File: src/rtl/johnson_pkg.sv
// Shared definitions for the Johnson-code phase tracker and its benches.
// Contents:
//   jpt_state_e     - tracker FSM states
//   jc_is_legal()   - code is 0*1* or 1*0* over the low n bits
//   jc_to_phase()   - legal code -> phase index 0..2n-1
//   jc_next_phase() - phase successor modulo 2n
package johnson_pkg;

    typedef enum logic [1:0] {
        ACQ    = 2'd0,
        VERIFY = 2'd1,
        LOCKED = 2'd2
    } jpt_state_e;

    // Functions take a fixed-width code plus the live width n, so one copy
    // serves every parameterisation.
    localparam int JC_MAX_W = 32;

    // A legal Johnson code has at most one 0/1 boundary between adjacent bits.
    function automatic logic jc_is_legal(input logic [JC_MAX_W-1:0] code, input int n);
        int bnd;
        bnd = 0;
        for (int i = 0; i < JC_MAX_W - 1; i++) begin
            if ((i < n - 1) && (code[i] != code[i+1])) bnd++;
        end
        return (bnd <= 1);
    endfunction

    // Filling phase (0*1*, includes all-zero): phase = number of ones.
    // Draining phase (1*0*, bit0 clear, nonzero): phase = 2n - number of ones.
    function automatic int jc_to_phase(input logic [JC_MAX_W-1:0] code, input int n);
        int ones;
        ones = 0;
        for (int i = 0; i < JC_MAX_W; i++) begin
            if ((i < n) && code[i]) ones++;
        end
        if (code[0] || (ones == 0)) return ones;
        return 2 * n - ones;
    endfunction

    function automatic int jc_next_phase(input int phase, input int n);
        return (phase >= 2 * n - 1) ? 0 : phase + 1;
    endfunction

endpackage

File: src/rtl/johnson_decode.sv
// Combinational Johnson-code decoder.
// Ports:
//   i_jc    in  N   sampled Johnson code
//   o_legal out 1   code is one of the 2N legal codes
//   o_phase out PW  phase index (meaningful only when o_legal)
module johnson_decode
    import johnson_pkg::*;
#(
    parameter int N = 4,
    localparam int PW = $clog2(2 * N)
) (
    input  logic [N-1:0]  i_jc,
    output logic          o_legal,
    output logic [PW-1:0] o_phase
);

    logic [JC_MAX_W-1:0] w_code;

    assign w_code  = JC_MAX_W'(i_jc);
    assign o_legal = jc_is_legal(w_code, N);
    assign o_phase = PW'(jc_to_phase(w_code, N));

endmodule

File: src/rtl/johnson_phase_tracker.sv
// Johnson-code phase tracker: decodes each valid sample, checks it against the
// expected successor, acquires/holds lock and counts revolutions while locked.
// Ports:
//   i_clk, i_reset     clock, synchronous active-high reset
//   i_in_valid         i_jc_in carries a sample this cycle
//   i_jc_in [N]        Johnson code
//   i_err_clr          clears sticky o_err_any
//   o_phase [PW]       phase of last legal sample
//   o_phase_valid      o_phase holds a legal decode
//   o_lock             FSM is LOCKED
//   o_rev_tick         pulse on locked wrap 2N-1 -> 0
//   o_rev_count [CW]   revolutions while locked (wraps)
//   o_err_illegal      pulse: sample was not a Johnson code
//   o_err_seq          pulse: wrong successor while locked
//   o_err_any          sticky error flag
module johnson_phase_tracker
    import johnson_pkg::*;
#(
    parameter int N          = 4,
    parameter int LOCK_CNT   = 3,
    parameter int CW         = 8,
    parameter int ALLOW_HOLD = 0,
    localparam int PW        = $clog2(2 * N)
) (
    input  logic          i_clk,
    input  logic          i_reset,
    input  logic          i_in_valid,
    input  logic [N-1:0]  i_jc_in,
    input  logic          i_err_clr,
    output logic [PW-1:0] o_phase,
    output logic          o_phase_valid,
    output logic          o_lock,
    output logic          o_rev_tick,
    output logic [CW-1:0] o_rev_count,
    output logic          o_err_illegal,
    output logic          o_err_seq,
    output logic          o_err_any
);

    localparam int CNTW = $clog2(LOCK_CNT + 1);

    jpt_state_e     r_state, w_state_nxt;
    logic [PW-1:0]  r_phase, w_phase_nxt;
    logic           r_phase_valid, w_pv_nxt;
    logic [CNTW-1:0] r_cnt, w_cnt_nxt;
    logic [CW-1:0]  r_rev_count, w_rc_nxt;
    logic           r_rev_tick, w_tick_nxt;
    logic           r_err_illegal, w_ill_nxt;
    logic           r_err_seq, w_seq_nxt;
    logic           r_err_any, w_any_nxt;

    logic           w_legal;
    logic [PW-1:0]  w_dec_phase;
    logic [PW-1:0]  w_exp_phase;
    logic           w_match;
    logic           w_hold;
    logic [CNTW-1:0] w_cnt_inc;

    johnson_decode #(.N(N)) u_decode (
        .i_jc    (i_jc_in),
        .o_legal (w_legal),
        .o_phase (w_dec_phase)
    );

    assign w_exp_phase = PW'(jc_next_phase(int'(r_phase), N));
    assign w_match     = w_legal && (w_dec_phase == w_exp_phase);
    // Same code as the last recorded one; only meaningful once a phase is held.
    assign w_hold      = w_legal && r_phase_valid && (w_dec_phase == r_phase);
    assign w_cnt_inc   = r_cnt + CNTW'(1);

    always_comb begin
        w_state_nxt = r_state;
        w_phase_nxt = r_phase;
        w_pv_nxt    = r_phase_valid;
        w_cnt_nxt   = r_cnt;
        w_rc_nxt    = r_rev_count;
        w_tick_nxt  = 1'b0;
        w_ill_nxt   = 1'b0;
        w_seq_nxt   = 1'b0;
        if (i_in_valid) begin
            if (!w_legal) begin
                w_ill_nxt = 1'b1;
                if (r_state != ACQ) begin
                    w_state_nxt = ACQ;
                    w_pv_nxt    = 1'b0;
                end
            end else if ((ALLOW_HOLD != 0) && w_hold) begin
                // Stalled counter: keep everything as is.
            end else begin
                // Every legal, non-held sample becomes the recorded phase.
                w_phase_nxt = w_dec_phase;
                w_pv_nxt    = 1'b1;
                case (r_state)
                    ACQ: begin
                        w_cnt_nxt   = '0;
                        w_state_nxt = VERIFY;
                    end
                    VERIFY: begin
                        if (w_match) begin
                            if (w_cnt_inc == CNTW'(LOCK_CNT)) begin
                                w_cnt_nxt   = '0;
                                w_state_nxt = LOCKED;
                            end else begin
                                w_cnt_nxt = w_cnt_inc;
                            end
                        end else begin
                            w_cnt_nxt = '0;
                        end
                    end
                    LOCKED: begin
                        if (w_match) begin
                            if (r_phase == PW'(2 * N - 1)) begin
                                w_tick_nxt = 1'b1;
                                w_rc_nxt   = r_rev_count + CW'(1);
                            end
                        end else begin
                            w_seq_nxt   = 1'b1;
                            w_cnt_nxt   = '0;
                            w_state_nxt = VERIFY;
                        end
                    end
                    default: begin
                        w_state_nxt = ACQ;
                        w_pv_nxt    = 1'b0;
                    end
                endcase
            end
        end
        // A fresh error wins over a coincident clear.
        w_any_nxt = (r_err_any & ~i_err_clr) | w_ill_nxt | w_seq_nxt;
    end

    always_ff @(posedge i_clk) begin
        if (i_reset) begin
            r_state       <= ACQ;
            r_phase       <= '0;
            r_phase_valid <= 1'b0;
            r_cnt         <= '0;
            r_rev_count   <= '0;
            r_rev_tick    <= 1'b0;
            r_err_illegal <= 1'b0;
            r_err_seq     <= 1'b0;
            r_err_any     <= 1'b0;
        end else begin
            r_state       <= w_state_nxt;
            r_phase       <= w_phase_nxt;
            r_phase_valid <= w_pv_nxt;
            r_cnt         <= w_cnt_nxt;
            r_rev_count   <= w_rc_nxt;
            r_rev_tick    <= w_tick_nxt;
            r_err_illegal <= w_ill_nxt;
            r_err_seq     <= w_seq_nxt;
            r_err_any     <= w_any_nxt;
        end
    end

    assign o_phase       = r_phase;
    assign o_phase_valid = r_phase_valid;
    assign o_lock        = (r_state == LOCKED);
    assign o_rev_tick    = r_rev_tick;
    assign o_rev_count   = r_rev_count;
    assign o_err_illegal = r_err_illegal;
    assign o_err_seq     = r_err_seq;
    assign o_err_any     = r_err_any;

endmodule

File: config.mk
export PLATFORM = sky130hd
export DESIGN_NAME = johnson_phase_tracker
export DESIGN_NICKNAME = d
export VERILOG_FILES = /design/src/rtl/johnson_pkg.sv /design/src/rtl/johnson_decode.sv /design/src/rtl/johnson_phase_tracker.sv
export SDC_FILE = /design/constraint.sdc
export NUM_CORES = 1
export LEC_CHECK = 0
export ABC_CLOCK_PERIOD_IN_PS = 8060
export CORE_ASPECT_RATIO = 2
export CORE_MARGIN = 4
export CORE_UTILIZATION = 40
export CTS_BUF_LIST = sky130_fd_sc_hd__clkbuf_8
export DETAILED_ROUTE_END_ITERATION = 10
export GPL_TIMING_DRIVEN = 0
export SLEW_MARGIN = 20
export SYNTH_ARGS = -nofsm -noshare
export SYNTH_HDL_FRONTEND = slang
export SYNTH_SLANG_ARGS = --single-unit
File: constraint.sdc
create_clock -name i_clk -period 8.06 [get_ports i_clk]
set_clock_uncertainty 0.05 [all_clocks]
set_input_delay 0.806 -clock i_clk [delete_from_list [all_inputs] [get_ports i_clk]]
set_output_delay 0.806 -clock i_clk [all_outputs]
set_load 0.02 [all_outputs]
# Yosys cells after proc, flatten, opt, wreduce, memory -nomap -nowiden
# Cells that the tools add are included.
# word_totals
register_bits,20
in_bits,8
out_inout_bits,17
elab_cells,85
# classes
addsub,9
order_cmp,2
eq_ne,12
muxes,31
bitwise,8
n_reduce_logical,14
# op_table
operator,count
"32-bit by 2-bit adder with 32-bit output, second input constant",5
32-bit 2-to-1 mux,5
"32-bit by 2-bit <= comparator with 1-bit output, second input constant",1
32-bit zero test,1
2-bit 2-to-1 mux,8
1-bit 2-to-1 mux,13
2-bit one-hot mux with 3 select lines,2
5-bit AND reduction,2
3-bit 2-to-1 mux,3
"3-bit inequality test, second input constant",3
"8-bit by 1-bit adder with 8-bit output, second input constant",1
1-bit NOT,5
5-bit OR reduction,1
"2-bit == test, second input constant",2
2-bit AND reduction,2
4-bit AND reduction,1
2-bit nonzero test,2
"3-bit by 1-bit adder with 3-bit output, second input constant",1
3-bit == test,1
"3-bit == test, second input constant",1
"3-bit >= comparator, second input constant",1
1-bit inequality test,3
3-bit nonzero test,1
3-bit OR reduction,1
other kinds (9),10

# Longest topological paths before layout
# depth
word_depth,18
depth_mapped,16
depth_no_buf,14

# Modules after synthesis
# A second synthesis with hierarchy kept.
# unflattened
cells_unflattened,157
area_unflattened_um2,1301.2
# modules_own_cells
mod,n_inst,cells_per_inst,area_per_inst_um2,seq_area_each_um2
johnson_phase_tracker,1,130,1109.8,400.4
johnson_decode,1,27,191.4,0.0

# Worst setup path after synthesis
# Ideal clock, no wire load.
# synth_timing
kind,input -> register
start,input port i_jc_in[0]
end,"register r_rev_count[5], in the netlist o_rev_count[5]"
arrival_ps,3546
slack_ps,4329
path_stages,15
n_path_buf,1
path_cell_list,inv_1 -> ha_1 -> xor2_1 -> ha_1 -> or2b_1 -> o31a_1 -> inv_1 -> ha_1 -> a21bo_2 -> mux2i_1 -> a211o_1 -> nand3_1 -> clkbuf_1 -> o311ai_0 -> o41ai_1
# synth_between
elab_chain_cells,14
word_cells_on_any_way,23
cone_classes,add/sub: 6; order compare: 1; eq/ne: 2; mux: 10; reduce/logical: 4
# synth_rtl
element,line_no,rtl
from (decl),johnson_phase_tracker.sv:28,"input logic [N-1:0] i_jc_in,"
1-bit 2-to-1 mux,johnson_pkg.sv:35,if ((i < n) && code[i]) ones++;
32-bit by 2-bit adder with 32-bit output,johnson_pkg.sv:35,
32-bit 2-to-1 mux,johnson_pkg.sv:35,
32-bit by 2-bit adder with 32-bit output,johnson_pkg.sv:35,
32-bit 2-to-1 mux,johnson_pkg.sv:35,
32-bit by 2-bit adder with 32-bit output,johnson_pkg.sv:35,
32-bit 2-to-1 mux,johnson_pkg.sv:35,
32-bit zero test,johnson_pkg.sv:37,if (code[0] || (ones == 0)) return ones;
1-bit logical OR,johnson_pkg.sv:37,
3-bit 2-to-1 mux or 1-bit 2-to-1 mux (tied branches),johnson_pkg.sv:37,
3-bit 2-to-1 mux,johnson_pkg.sv:38,return 2 * n - ones;
3-bit == test,johnson_phase_tracker.sv:66,assign w_match = w_legal && (w_dec_phase == w_exp_phase);
1-bit logical AND,johnson_phase_tracker.sv:66,
5-bit AND reduction (no source line) (*),--,
to (signal assigned),johnson_phase_tracker.sv:149,r_rev_count <= w_rc_nxt;
to (decl),johnson_phase_tracker.sv:46,"logic [CW-1:0] r_rev_count, w_rc_nxt;"
# Mark *: on every way between the ends. The rest lies on a longest branch, timed or not.
# A chain may end at the register's enable or synchronous reset.

# Worst setup path in the final report
# Same ends and word-level chain as after synthesis.

==> flow_metrics.py <==
metrics = {
    "grt": {
        "grt_pass1_vias": 1390,
        "grt_pass1_wl_um": 6310,
        "antenna_found_initial": 0,
        "overflow": 0,
        "grt_max_degree": 13,
        "grtUsageTotal_pct": 17.1,
    },
    "logic_synthesis": {
        "synthFlopType": "dfxtp_1",
        "synth_cell_types": 51,
        "synthCells": 170,
        "syn-num-nets": 189,
        "ys_seq_area_share_pct": 27.7,
        "synth_area_um2": 1450,
        "synthArstFlopShare_pct": 0,
        "ys_warn_count": 0,
        "ys_ff_latch": 20,
        "avgSynthCellArea_um2": 8.52,
        "synth-edff-count": 0,
    },
    "detailed_routing": {
        "drc_errors": 0,
        "drt_pass1_iterations": 4,
        "via_count": 1395,
        "avgRoutedWirePerCell_um": 15.8,
        "viasPerCell": 5.69,
        "ant_nets": 0,
        "postRouteWirelength_um": 3860,
        "first_iter_violations": 31,
    },
    "clock_tree": {
        "clock-root-buffer": "clkbuf_8",
        "cts_buffers": 3,
        "clk_latency_ns": 0.26,
        "cts_setup_buffers": 0,
        "cts_htree_levels": 1,
        "clk_pin_slew_ns": 0.07,
        "clock_path_buffers": 2,
        "clkSinkCount": 20,
        "cts_resized": 0,
        "ctsHoldBuffers": 0,
        "tritoncts": "done",
    },
    "pwr": {
        "power_density_nw_per_um2": 178,
        "peakVddDrop_mv": 0.127,
        "total_power_mw": 0.323,
        "power_leakage_nw": 0.730,
    },
    "final_layout": {
        "layout-drive-gt1-share_pct": 10.7,
        "diodes": 0,
        "area_growth_syn_to_layout_pct": 25.0,
        "fillers": 356,
        "layout.nets": 217,
    },
    "timing": {
        "finalCritPeriodShare_pct": 57.5,
        "finalCriticalPeriod_ns": 4.63,
        "max_clock_freq_ghz": 0.216,
        "tns_ns": 0,
        "rsz0062_at_grt": "false",
        "hold_viol_final": 0,
        "setup_violations": 0,
        "slew_violations": 0,
        "tightest_slew_ns": 0.498,
        "slew_headroom_pct": 66.7,
        "hold_ws_ns": 0.415,
    },
    "outcome": {
        "status": "complete, no violations",
    },
    "die": {
        "num_rows": 30,
        "io_pins": 25,
        "die_h_um": 93.1,
        "coreArea_um2": 3450,
        "die_area_um2": 4700,
        "start_util_pct": 41.9,
        "die_x_um": 50.5,
    },
    "worst_hold_path": {
        "holdPathStages": 2,
        "whs_endpoint": "o_phase_valid$_SDFFE_PP0P_",
        "hp-start": "o_phase_valid$_SDFFE_PP0P_",
        "hold_path.class": "reg2reg",
    },
    "critical_path": {
        "start_kind": "primary input",
        "path_max_fanout": 10,
        "ff2ff_path_depth": 9,
        "regToRegSetupSlack_ns": 5.37,
        "reg2reg_to": "o_rev_count[3]$_SDFFE_PP0P_",
        "end_kind": "flop",
        "crit_type": "in2reg",
        "r2r-start": "o_phase[0]$_SDFFE_PP0P_",
        "arrival_ns": 4.72,
        "required_ns": 8.15,
    },
    "placed_design": {
        "place_congestion": 0.890,
        "port_buffers": 23,
        "place_hpwl_um": 3060,
    },
    "run": {
        "drv_cap": 0,
    },
}
[cell families (layout without fill, tap and decap cells)]
group	Yosys count	after routing	synth area share, %
simple gates	70	70	25.7
compound gates	41	41	22.2
flops	20	20	27.7
buf+inv	17	44	5.10
fa+ha+maj	11	11	9.51
xor+xnor	7	7	7.00
mux	4	4	2.85
[cells in the final DEF (no fill, tap or decap), types with 5 or more instances in the layout]
cell,instances
and3_1,7
nand2_1,15
inv_1,11
nor2_1,16
dfxtp_1,20
o21ai_0,6
a21oi_1,5
nand3_1,7
clkdlybuf4s50_1,23
ha_1,11
[registers in the layout, summed over array words and instances, names as in the netlist]
signal         flops
o_rev_count        8
o_phase            3
r_cnt              2
r_state            2
o_err_any          1
o_err_illegal      1
o_err_seq          1
o_phase_valid      1
o_rev_tick         1
[layer usage]
metal  part of all wire [%]  vias up  GRT usage [%]  routed length, um
met1                     36      665           16.6               1390
li1                       -      681              -                  -
met2                     58       42           34.4               2260
met4                    2.4        0           7.64                 93
met3                    3.2        7           1.59                123
met5                      0        -              0                  0
[power by group]
part	total, mW	internal (mW)	switching [mW]
clock	0.101	0.0663	0.0348
sequential	0.109	0.103	0.00544
combinational	0.113	0.0446	0.0679
[Yosys cell counts, drive strengths merged, types with 2 or more instances]
| cell type | instances | share of area, % |
|---|---|---|
| a21oi | 5 | 1.7 |
| a31o | 3 | 1.8 |
| and3 | 7 | 3.0 |
| buf | 2 | 1.1 |
| clkbuf | 4 | 1.1 |
| dfxtp | 20 | 28 |
| ha | 11 | 9.5 |
| inv | 11 | 2.9 |
| mux2i | 3 | 2.1 |
| nand2 | 15 | 3.9 |
| nand3 | 7 | 2.4 |
| nand4 | 4 | 1.7 |
| nor2 | 16 | 4.1 |
| nor2b | 4 | 1.7 |
| nor3 | 4 | 1.4 |
| o21a | 2 | 1.6 |
| o21ai | 6 | 2.1 |
| o311a | 3 | 2.1 |
| o311ai | 3 | 1.8 |
| o31a | 2 | 1.2 |
| o31ai | 2 | 1.0 |
| o41ai | 4 | 2.4 |
| or2 | 5 | 2.2 |
| or4 | 3 | 1.6 |
| xnor2 | 4 | 4.2 |
| xor2 | 2 | 1.2 |
[area by class of cell]
cell class	instances	area, um2	share of cell area, %
multi-input combinational	133	973	53.8
tap	48	60.1	3.32
buffer	6	32.5	1.80
clock buffer	3	41.3	2.28
clock inverter	1	30.0	1.66
timing repair buffer	23	230	12.7
sequential	20	400	22.1
inverter	11	41.3	2.28
[stage by stage]
step           cells  instance area, um2  util, %  worst slack (ns)
4_1_cts          245                1810     52.4              3.44
6_report         245                1810     52.4              3.43
2_1_floorplan    170                1450        -              4.33
5_1_grt          245                1810     52.4              3.12
3_3_place_gp     241                1740     50.3              3.30
3_5_place_dp     241                1740     50.3              3.19
[critical path, stage by stage]
cell             delay [ns]
clkdlybuf4s50_1        0.65
inv_1                  0.11
ha_1                   0.37
xor2_1                 0.16
ha_1                   0.26
or2b_1                 0.22
o31a_1                 0.13
inv_1                  0.09
ha_1                   0.18
a21bo_2                0.22
mux2i_1                0.30
a211o_1                0.17
nand3_1                0.23
clkbuf_1               0.30
o311ai_0               0.39
o41ai_1                0.13
[worst max-delay path by stage]
stage | startpoint | endpoint | slack, ns | cells after the start
CTS | i_jc_in[0] | o_rev_count[6]$_SDFFE_PP0P_ | 3.44 | 16
finish | i_jc_in[0] | o_rev_count[5]$_SDFFE_PP0P_ | 3.43 | 16
global placement | i_jc_in[0] | o_rev_count[3]$_SDFFE_PP0P_ | 3.30 | 16
floorplan | i_jc_in[0] | o_rev_count[5]$_SDFFE_PP0P_ | 4.33 | 15
global route | i_jc_in[0] | o_rev_count[5]$_SDFFE_PP0P_ | 3.12 | 16
detailed placement | i_jc_in[0] | o_rev_count[6]$_SDFFE_PP0P_ | 3.19 | 16
Note: power is estimated with default switching activity, not from simulation.
